**config.mk**
```make
export PLATFORM = sky130hd
export DESIGN_NAME = exc_entry_ctrl
export DESIGN_NICKNAME = d
export VERILOG_FILES = /design/src/rtl/exc_pkg.sv /design/src/rtl/exc_prio_enc.sv /design/src/rtl/exc_entry_ctrl.sv
export SDC_FILE = /design/constraint.sdc
export NUM_CORES = 1
export LEC_CHECK = 0
export CORE_ASPECT_RATIO = 0.6
export CORE_MARGIN = 2
export CORE_UTILIZATION = 39
export CTS_CLUSTER_DIAMETER = 100
export DETAILED_ROUTE_END_ITERATION = 6
export PLACE_DENSITY = 0.71
export SYNTH_ARGS = -nofsm -noshare
export SYNTH_HDL_FRONTEND = slang
export SYNTH_SLANG_ARGS = --single-unit
export TNS_END_PERCENT = 30
```
**constraint.sdc**
```tcl
create_clock -name clk -period 3.5 [get_ports clk]
set_clock_uncertainty 0.1 [all_clocks]
set_input_delay 0.35 -clock clk [delete_from_list [all_inputs] [get_ports clk]]
set_output_delay 0.35 -clock clk [all_outputs]
set_load 0.02 [all_outputs]
```
**src/rtl/exc_pkg.sv**
```systemverilog
// Shared encodings for the exception entry controller: exception indices,
// processor modes, vector offsets and sequencer states.
package exc_pkg;

  typedef enum logic [1:0] {
    ST_IDLE   = 2'd0,
    ST_SAVE   = 2'd1,
    ST_VECTOR = 2'd2
  } exc_state_e;

  localparam int EXC_DABT = 0;
  localparam int EXC_FIQ  = 1;
  localparam int EXC_IRQ  = 2;
  localparam int EXC_PABT = 3;
  localparam int EXC_UND  = 4;
  localparam int EXC_SVC  = 5;

  localparam logic [5:0] GNT_DABT = 6'b000001 << EXC_DABT;
  localparam logic [5:0] GNT_FIQ  = 6'b000001 << EXC_FIQ;
  localparam logic [5:0] GNT_IRQ  = 6'b000001 << EXC_IRQ;
  localparam logic [5:0] GNT_PABT = 6'b000001 << EXC_PABT;
  localparam logic [5:0] GNT_UND  = 6'b000001 << EXC_UND;
  localparam logic [5:0] GNT_SVC  = 6'b000001 << EXC_SVC;

  localparam logic [4:0] MODE_FIQ = 5'b10001;
  localparam logic [4:0] MODE_IRQ = 5'b10010;
  localparam logic [4:0] MODE_SVC = 5'b10011;
  localparam logic [4:0] MODE_ABT = 5'b10111;
  localparam logic [4:0] MODE_UND = 5'b11011;

  localparam logic [31:0] VOFF_UND  = 32'h0000_0004;
  localparam logic [31:0] VOFF_SVC  = 32'h0000_0008;
  localparam logic [31:0] VOFF_PABT = 32'h0000_000C;
  localparam logic [31:0] VOFF_DABT = 32'h0000_0010;
  localparam logic [31:0] VOFF_IRQ  = 32'h0000_0018;
  localparam logic [31:0] VOFF_FIQ  = 32'h0000_001C;

  localparam logic [3:0] LR_ADDR = 4'd14;

  function automatic logic [4:0] target_mode(input logic [5:0] grant);
    logic [4:0] m;
    case (grant)
      GNT_DABT: m = MODE_ABT;
      GNT_FIQ:  m = MODE_FIQ;
      GNT_IRQ:  m = MODE_IRQ;
      GNT_PABT: m = MODE_ABT;
      GNT_UND:  m = MODE_UND;
      GNT_SVC:  m = MODE_SVC;
      default:  m = MODE_SVC;
    endcase
    return m;
  endfunction

  function automatic logic [31:0] vec_offset(input logic [5:0] grant);
    logic [31:0] o;
    case (grant)
      GNT_DABT: o = VOFF_DABT;
      GNT_FIQ:  o = VOFF_FIQ;
      GNT_IRQ:  o = VOFF_IRQ;
      GNT_PABT: o = VOFF_PABT;
      GNT_UND:  o = VOFF_UND;
      GNT_SVC:  o = VOFF_SVC;
      default:  o = 32'h0000_0000;
    endcase
    return o;
  endfunction

  // Data aborts return past the faulting instruction plus one more word.
  function automatic logic [31:0] ret_offset(input logic [5:0] grant);
    logic [31:0] o;
    if (grant == GNT_DABT) begin
      o = 32'd8;
    end else begin
      o = 32'd4;
    end
    return o;
  endfunction

endpackage

```
**src/rtl/exc_prio_enc.sv**
```systemverilog
// Masks irq/fiq with the CPSR I/F bits and grants the highest-priority
// remaining request as a one-hot vector.
module exc_prio_enc
  import exc_pkg::*;
(
  input  logic [5:0] req,
  input  logic       irq_mask,
  input  logic       fiq_mask,
  output logic [5:0] grant,
  output logic       valid
);

  logic [5:0] masked_s;

  // Only irq and fiq are maskable.
  always_comb begin
    masked_s          = req;
    masked_s[EXC_IRQ] = req[EXC_IRQ] & ~irq_mask;
    masked_s[EXC_FIQ] = req[EXC_FIQ] & ~fiq_mask;
  end

  // Fixed priority: dabt > fiq > irq > pabt > und > svc.
  always_comb begin
    grant = 6'b000000;
    if (masked_s[EXC_DABT]) begin
      grant = GNT_DABT;
    end else if (masked_s[EXC_FIQ]) begin
      grant = GNT_FIQ;
    end else if (masked_s[EXC_IRQ]) begin
      grant = GNT_IRQ;
    end else if (masked_s[EXC_PABT]) begin
      grant = GNT_PABT;
    end else if (masked_s[EXC_UND]) begin
      grant = GNT_UND;
    end else if (masked_s[EXC_SVC]) begin
      grant = GNT_SVC;
    end else begin
      grant = 6'b000000;
    end
  end

  assign valid = |masked_s;

endmodule

```
**src/rtl/exc_entry_ctrl.sv**
```systemverilog
// Exception entry sequencer: saves the return address and SPSR, then vectors
// the PC and updates the CPSR; otherwise forwards core register writes.
module exc_entry_ctrl
  import exc_pkg::*;
#(
  parameter logic [31:0] VBASE = 32'h0000_0000
) (
  input  logic        clk,
  input  logic        rst,
  input  logic [5:0]  exc_req,
  input  logic [31:0] exc_pc,
  input  logic [31:0] cpsr_in,
  input  logic        core_write_reg,
  input  logic [3:0]  core_w_addr,
  input  logic [31:0] core_w_data,
  input  logic        core_write_pc,
  input  logic [31:0] core_pc_data,
  output logic [4:0]  M,
  output logic        write_reg,
  output logic [3:0]  w_addr,
  output logic [31:0] w_data,
  output logic        write_pc,
  output logic [31:0] pc_data,
  output logic        spsr_we,
  output logic [31:0] spsr_data,
  output logic        cpsr_we,
  output logic [31:0] cpsr_data,
  output logic        busy,
  output logic        stall,
  output logic [5:0]  exc_ack
);

  exc_state_e  state_r, state_s;
  logic        armed_r;
  logic [5:0]  type_r;
  logic [31:0] pc_r, cpsr_r;
  logic [5:0]  grant_s;
  logic        valid_s, take_s;
  logic [4:0]  mode_s;
  logic [31:0] new_cpsr_s;

  logic [4:0]  m_s;
  logic        write_reg_s, write_pc_s, spsr_we_s, cpsr_we_s;
  logic [3:0]  w_addr_s;
  logic [31:0] w_data_s, pc_data_s, spsr_data_s, cpsr_data_s;
  logic [5:0]  exc_ack_s;

  exc_prio_enc u_prio (
    .req      (exc_req),
    .irq_mask (cpsr_in[7]),
    .fiq_mask (cpsr_in[6]),
    .grant    (grant_s),
    .valid    (valid_s)
  );

  // armed_r blocks request acceptance during the first cycle out of reset.
  assign take_s = armed_r & valid_s & (state_r == ST_IDLE);
  assign busy   = (state_r != ST_IDLE);
  assign stall  = busy | take_s;

  assign mode_s     = target_mode(type_r);
  assign new_cpsr_s = {cpsr_r[31:8], 1'b1, (type_r == GNT_FIQ) ? 1'b1 : cpsr_r[6], 1'b0, mode_s};

  // State register.
  always_ff @(posedge clk or negedge rst) begin
    if (!rst) begin
      state_r <= ST_IDLE;
    end else begin
      state_r <= state_s;
    end
  end

  // Next-state logic.
  always_comb begin
    state_s = state_r;
    case (state_r)
      ST_IDLE: begin
        if (take_s) begin
          state_s = ST_SAVE;
        end else begin
          state_s = ST_IDLE;
        end
      end
      ST_SAVE:   state_s = ST_VECTOR;
      ST_VECTOR: state_s = ST_IDLE;
      default:   state_s = ST_IDLE;
    endcase
  end

  // Capture the accepted exception's type, PC and CPSR.
  always_ff @(posedge clk or negedge rst) begin
    if (!rst) begin
      armed_r <= 1'b0;
      type_r  <= 6'b000000;
      pc_r    <= 32'h0000_0000;
      cpsr_r  <= 32'h0000_0000;
    end else begin
      armed_r <= 1'b1;
      if (take_s) begin
        type_r <= grant_s;
        pc_r   <= exc_pc;
        cpsr_r <= cpsr_in;
      end else begin
        type_r <= type_r;
        pc_r   <= pc_r;
        cpsr_r <= cpsr_r;
      end
    end
  end

  // Output decode per state; core writes are only forwarded from IDLE.
  always_comb begin
    m_s         = 5'd0;
    write_reg_s = 1'b0;
    w_addr_s    = 4'd0;
    w_data_s    = 32'h0000_0000;
    write_pc_s  = 1'b0;
    pc_data_s   = 32'h0000_0000;
    spsr_we_s   = 1'b0;
    spsr_data_s = 32'h0000_0000;
    cpsr_we_s   = 1'b0;
    cpsr_data_s = 32'h0000_0000;
    exc_ack_s   = 6'b000000;
    case (state_r)
      ST_IDLE: begin
        m_s         = cpsr_in[4:0];
        write_reg_s = core_write_reg;
        w_addr_s    = core_w_addr;
        w_data_s    = core_w_data;
        write_pc_s  = core_write_pc;
        pc_data_s   = core_pc_data;
      end
      ST_SAVE: begin
        m_s         = mode_s;
        write_reg_s = 1'b1;
        w_addr_s    = LR_ADDR;
        w_data_s    = pc_r + ret_offset(type_r);
        spsr_we_s   = 1'b1;
        spsr_data_s = cpsr_r;
      end
      ST_VECTOR: begin
        m_s         = mode_s;
        write_pc_s  = 1'b1;
        pc_data_s   = VBASE + vec_offset(type_r);
        cpsr_we_s   = 1'b1;
        cpsr_data_s = new_cpsr_s;
        exc_ack_s   = type_r;
      end
      default: begin
        m_s = 5'd0;
      end
    endcase
  end

  // Registered outputs, stable for the register file's negedge write.
  always_ff @(posedge clk or negedge rst) begin
    if (!rst) begin
      M         <= 5'd0;
      write_reg <= 1'b0;
      w_addr    <= 4'd0;
      w_data    <= 32'h0000_0000;
      write_pc  <= 1'b0;
      pc_data   <= 32'h0000_0000;
      spsr_we   <= 1'b0;
      spsr_data <= 32'h0000_0000;
      cpsr_we   <= 1'b0;
      cpsr_data <= 32'h0000_0000;
      exc_ack   <= 6'b000000;
    end else begin
      M         <= m_s;
      write_reg <= write_reg_s;
      w_addr    <= w_addr_s;
      w_data    <= w_data_s;
      write_pc  <= write_pc_s;
      pc_data   <= pc_data_s;
      spsr_we   <= spsr_we_s;
      spsr_data <= spsr_data_s;
      cpsr_we   <= cpsr_we_s;
      cpsr_data <= cpsr_data_s;
      exc_ack   <= exc_ack_s;
    end
  end

endmodule

```
* After elaboration in Yosys (flattened, before gate mapping)
Index checks and enable logic that the tools add are counted.
Widths: inputs -> output; s select.
** Storage, ports and cells
- Bits in registers :: 220
- Latch bits :: 0
- Bits in writable memories :: 0
- Bits in read-only memories :: 0
- Input bits :: 142
- Logic and storage cells :: 61
- Memories kept :: 0
** Cells by class
- Add/sub/neg operators :: 1
- Multipliers :: 0
- Divide/modulo/power cells :: 0
- $lt $le $gt $ge :: 0
- Eq/ne operators :: 8
- Shift operators :: 0
- Muxes and demuxes :: 24
- Bitwise logic cells :: 7
- Reduce and logical (&&, ||, !) cells :: 5
** Operators with widths (number)
- $pmux 32 s2 :: 2
- $mux 32 :: 3
- $mux 6 :: 7
- $add 32x32->32 :: 1
- $pmux 5 s6 :: 1
- $pmux 4 s4 :: 1
- $pmux 5 s2 :: 1
- $pmux 4 s2 :: 1
- $eq 6x1->1 const B :: 1
- $eq 6x2->1 const B :: 1
- $eq 6x3->1 const B :: 1
- $eq 6x4->1 const B :: 1
- $eq 6x5->1 const B :: 1
- $eq 6x6->1 const B :: 1
- $reduce_or 6->1 :: 1
- $and 1x1->1 :: 4
- $mux 1 :: 4
- $mux 4 :: 1
- $pmux 1 s2 :: 2
- $pmux 2 s2 :: 1
- $reduce_or 2->1 :: 2
- $eq 2x1->1 const B :: 1
- $eq 2x2->1 const B :: 1
- $logic_not 2->1 :: 1
- other kinds (3) :: 4

* Depth between registers and ports, before layout
- Depth in word-level cells :: 7
- Gate-level depth with buffers :: 10

* Modules after synthesis
From an unflattened synthesis, not the netlist that was laid out.
** Second synthesis, totals
- Cells, all modules :: 667
- Area total of the unflattened synthesis :: 8511.9 um2
** Modules (own cells, without submodules)
- exc_entry_ctrl :: instances 1, cells each 653, area an instance 8418.1 um2, sequential area each 5405.2 um2
- exc_prio_enc :: instances 1, cells each 14, area an instance 93.8 um2, sequential area each 0.0 um2

* Worst setup path before layout
Ideal clock, no wire load.
- Kind :: flip-flop to flip-flop
- From :: register type_r[5]
- To :: register w_data[28]
- Setup time :: 0.069 ns
- Arrival time :: 2.436 ns
- Required time :: 3.331 ns
- Path slack :: 0.895 ns
- Cell stages (with the launch flop) :: 11
- Period minus slack after synthesis :: 2.605 ns
- Cell sequence :: dfrtp_1 clkbuf_1 nor3_1 nand3_1 inv_1 fa_1 nand2_1 or4_1 buf_2 or4_1 nand3_1
** Between the ends
- Cells in the longest elaborated chain, start to end :: 5
** RTL lines
- from (decl) :: line exc_entry_ctrl.sv:35 : logic [5:0] type_r;
- from (signal assigned) :: line exc_entry_ctrl.sv:100 : type_r <= grant_s;
- from (signal assigned) :: line exc_entry_ctrl.sv:104 : type_r <= type_r;
- $eq 6x1->1 :: line exc_pkg.sv:71 : if (grant == GNT_DABT) begin
- $mux 4 :: line exc_pkg.sv:71
- $mux 32 :: line exc_entry_ctrl.sv:124 : case (state_r)
- $add 32x32->32 :: line exc_entry_ctrl.sv:137 : w_data_s = pc_r + ret_offset(type_r);
- $pmux 32 s2 :: line exc_entry_ctrl.sv:124
- net w_data_s[28] :: line exc_entry_ctrl.sv:45 : logic [31:0] w_data_s, pc_data_s, spsr_data_s, cpsr_data_s;
- to (signal assigned) :: line exc_entry_ctrl.sv:173 : w_data <= w_data_s;
- to (decl) :: line exc_entry_ctrl.sv:21 : output logic [31:0] w_data,
The timed path passes the listed nets, and every way through them passes these cells. The select of a mux whose other input is x is not followed.
A chain may end at the register's enable or synchronous reset.

==> flow_summary.json <==
{
  "netlist_top_cells_area": "dfrtp_1, mux2_2, and2_1",
  "post_cts.repair.setup_buffers": 0,
  "worstPathRequired_ns": 3.05,
  "design_area_um2": 12400,
  "maxCapViolations": 0,
  "status": "complete, no violations",
  "criticalPathCategory": "reg -> out",
  "min_path_type": "in -> async",
  "cp-start-kind": "register",
  "period_share_pct": 84.4,
  "synthFlopType": "dfrtp_1",
  "fin_nets": 1077,
  "syn_inst": 646,
  "hold_viol_final": 0,
  "syn-mean-instance-area_um2": 13.2,
  "grt_overflow": 0,
  "hold_buffers": 1,
  "setup_tns_ns": 0,
  "detail-route-antenna-nets": 0,
  "yosys.area.top_type": "dfrtp_1",
  "root_buffer": "clkbuf_16",
  "layout_setup_ws_ns": 0.545,
  "grt_pass1_wl_um": 35500,
  "endpoint_kind": "primary output",
  "area.growth.synth_to_final_pct": 44.8,
  "cts_tree": "yes",
  "fill_cells": 1732,
  "antenna-diode-count": 0,
  "routed_wl_um": 22800,
  "drt_iter0_markers": 387,
  "synth-edff-count": 0,
  "synth_top_area_share_pct": 63.2,
  "die_area_um2": 23200,
  "post-place-ws_ns": 0.592,
  "rsz0062_at_grt": "false",
  "drc": 0,
  "path_max_fanout": 31,
  "place_hpwl_um": 16300,
  "cts.repair.resized": 0,
  "top_level_ports": 291,
  "dp_cells": 1183,
  "drv_slew": 0,
  "ys_top_cells_by_count": "dfrtp_1, and2_1, mux2_2",
  "std_cell_rows": 41,
  "coreArea_um2": 21200,
  "place_area_um2": 11700,
  "dr.pass1.iters": 5,
  "track_usage_pct": 19.7,
  "chipWidth_um": 195,
  "holdWs_ns": 0.320,
  "drive_gt1_share_pct": 13.0,
  "cts_sinks": 216,
  "async_flop_share_pct": 100,
  "ys_seq_area_share_pct": 63.2,
  "gp_congestion": 0.791,
  "power.density_nw_per_um2": 614,
  "synthesis.area_um2": 8550,
  "synth.most_common_cell": "dfrtp_1",
  "setup_viol": 0,
  "worst_pin_slew_ns": 0.986,
  "finalNonFillerCells": 1220,
  "syn-num-nets": 795,
  "period_minus_slack_ns": 2.96,
  "grt_pass1_vias": 6103,
  "crit_arrival_ns": 2.51,
  "via_per_inst": 4.97,
  "synth-seq-cells": 216,
  "grt_max_degree": 78,
  "yosysUniqueCellTypes": 50,
  "initial_core_util_pct": 40.3,
  "io_buffers": 289,
  "clk_latency_ns": 0.49,
  "p_leak_nw": 5.36,
  "wl_per_cell_um": 18.7,
  "cts_inserted_buffers": 21,
  "max-clock-path-buffers": 3,
  "irDropWorstVdd_uv": 302,
  "relSlewSlack_pct": 33.7,
  "vias": 6064,
  "cts-htree-levels": 1,
  "fmax_mhz": 338,
  "synth_warnings": 0,
  "clk_pin_slew_ns": 0.06,
  "die_y_um": 119,
  "antenna_found_initial": 1
}
through the flow:
stage	total power (W)	utilization (%)
2_1_floorplan	0.00438	-
3_3_place_gp	0.00539	55.1
3_5_place_dp	0.00543	55.1
4_1_cts	0.00770	58.3
5_1_grt	0.00799	58.3
6_report	0.00760	58.3
worst max-delay path, stage by stage, from the launching register on:
cell             delay [ns]
dfrtp_1                0.42
inv_1                  0.14
ha_2                   0.68
nand2_1                0.17
clkdlybuf4s50_1        0.59
layout make-up:
class	instances	area [um^2]	area share (%)
Clock buffer	27	568	4.59
Clock inverter	9	101	0.819
Inverter	7	26.3	0.212
Multi-Input combinational cell	383	2920	23.6
Sequential cell	216	5410	43.7
Tap cell	279	349	2.82
Timing Repair Buffer	299	3010	24.3
logic make-up after synthesis:
group	share of synthesized area, %
simple gates	15.6
flops	63.2
mux	9.61
compound gates	6.13
buf+inv	2.85
xor+xnor	1.43
fa+ha+maj	1.11
other cells	0.0878
worst paths after layout:
| path | depth (start not counted) | slack, ns | end | from |
|---|---|---|---|---|
| worst min register to register | 1 | 0.38 | spsr_data[1] | cpsr_r[1] |
| max in group asynchronous | 3 | 2.15 | cpsr_data[18] | rst |
| min in group clk | 3 | 0.32 | w_data[18] | core_w_data[18] |
| worst min-delay path | 2 | 0.32 | pc_data[11] | rst |
| worst max register to register | 8 | 0.57 | w_data[28] | type_r[2] |
| worst max-delay path | 4 | 0.54 | stall | spsr_we |
placed cells by master, fill, tap and decap left out, types with 3 or more instances in the layout:
cell type        count
nand2_1             29
clkinv_2             5
nor2_1              14
mux2_4               9
nor3b_1              6
xor2_1               4
or4_1                6
or4b_2               3
buf_4                6
nor3_1               3
clkdlybuf4s50_1    288
nand3_1             22
a22o_1              16
inv_1                7
and2_1              99
clkbuf_1             4
nor2b_1              7
a32oi_1              6
nor4_1               3
nor4b_1              3
xnor2_1             10
buf_12               3
clkbuf_16           21
ha_1                 4
a22oi_1              5
mux2_2              61
nand4_1              9
and4_1               4
o211ai_1            11
dfrtp_1            216
a21oi_1              6
nand2b_1             5
a21o_1               6
o21ai_0              6
layer usage:
metal  global-route usage [%]  part of all wire (%)
met5                        0                     0
met4                     3.48                   1.6
met1                     29.3                    47
met3                     5.14                   8.1
met2                     29.1                    43
power breakdown:
part           internal, W  switching (W)
sequential         0.00296       0.000313
clock              0.00129       0.000934
combinational      0.00107        0.00102
No activity file was read; power rests on OpenSTA's default activity.
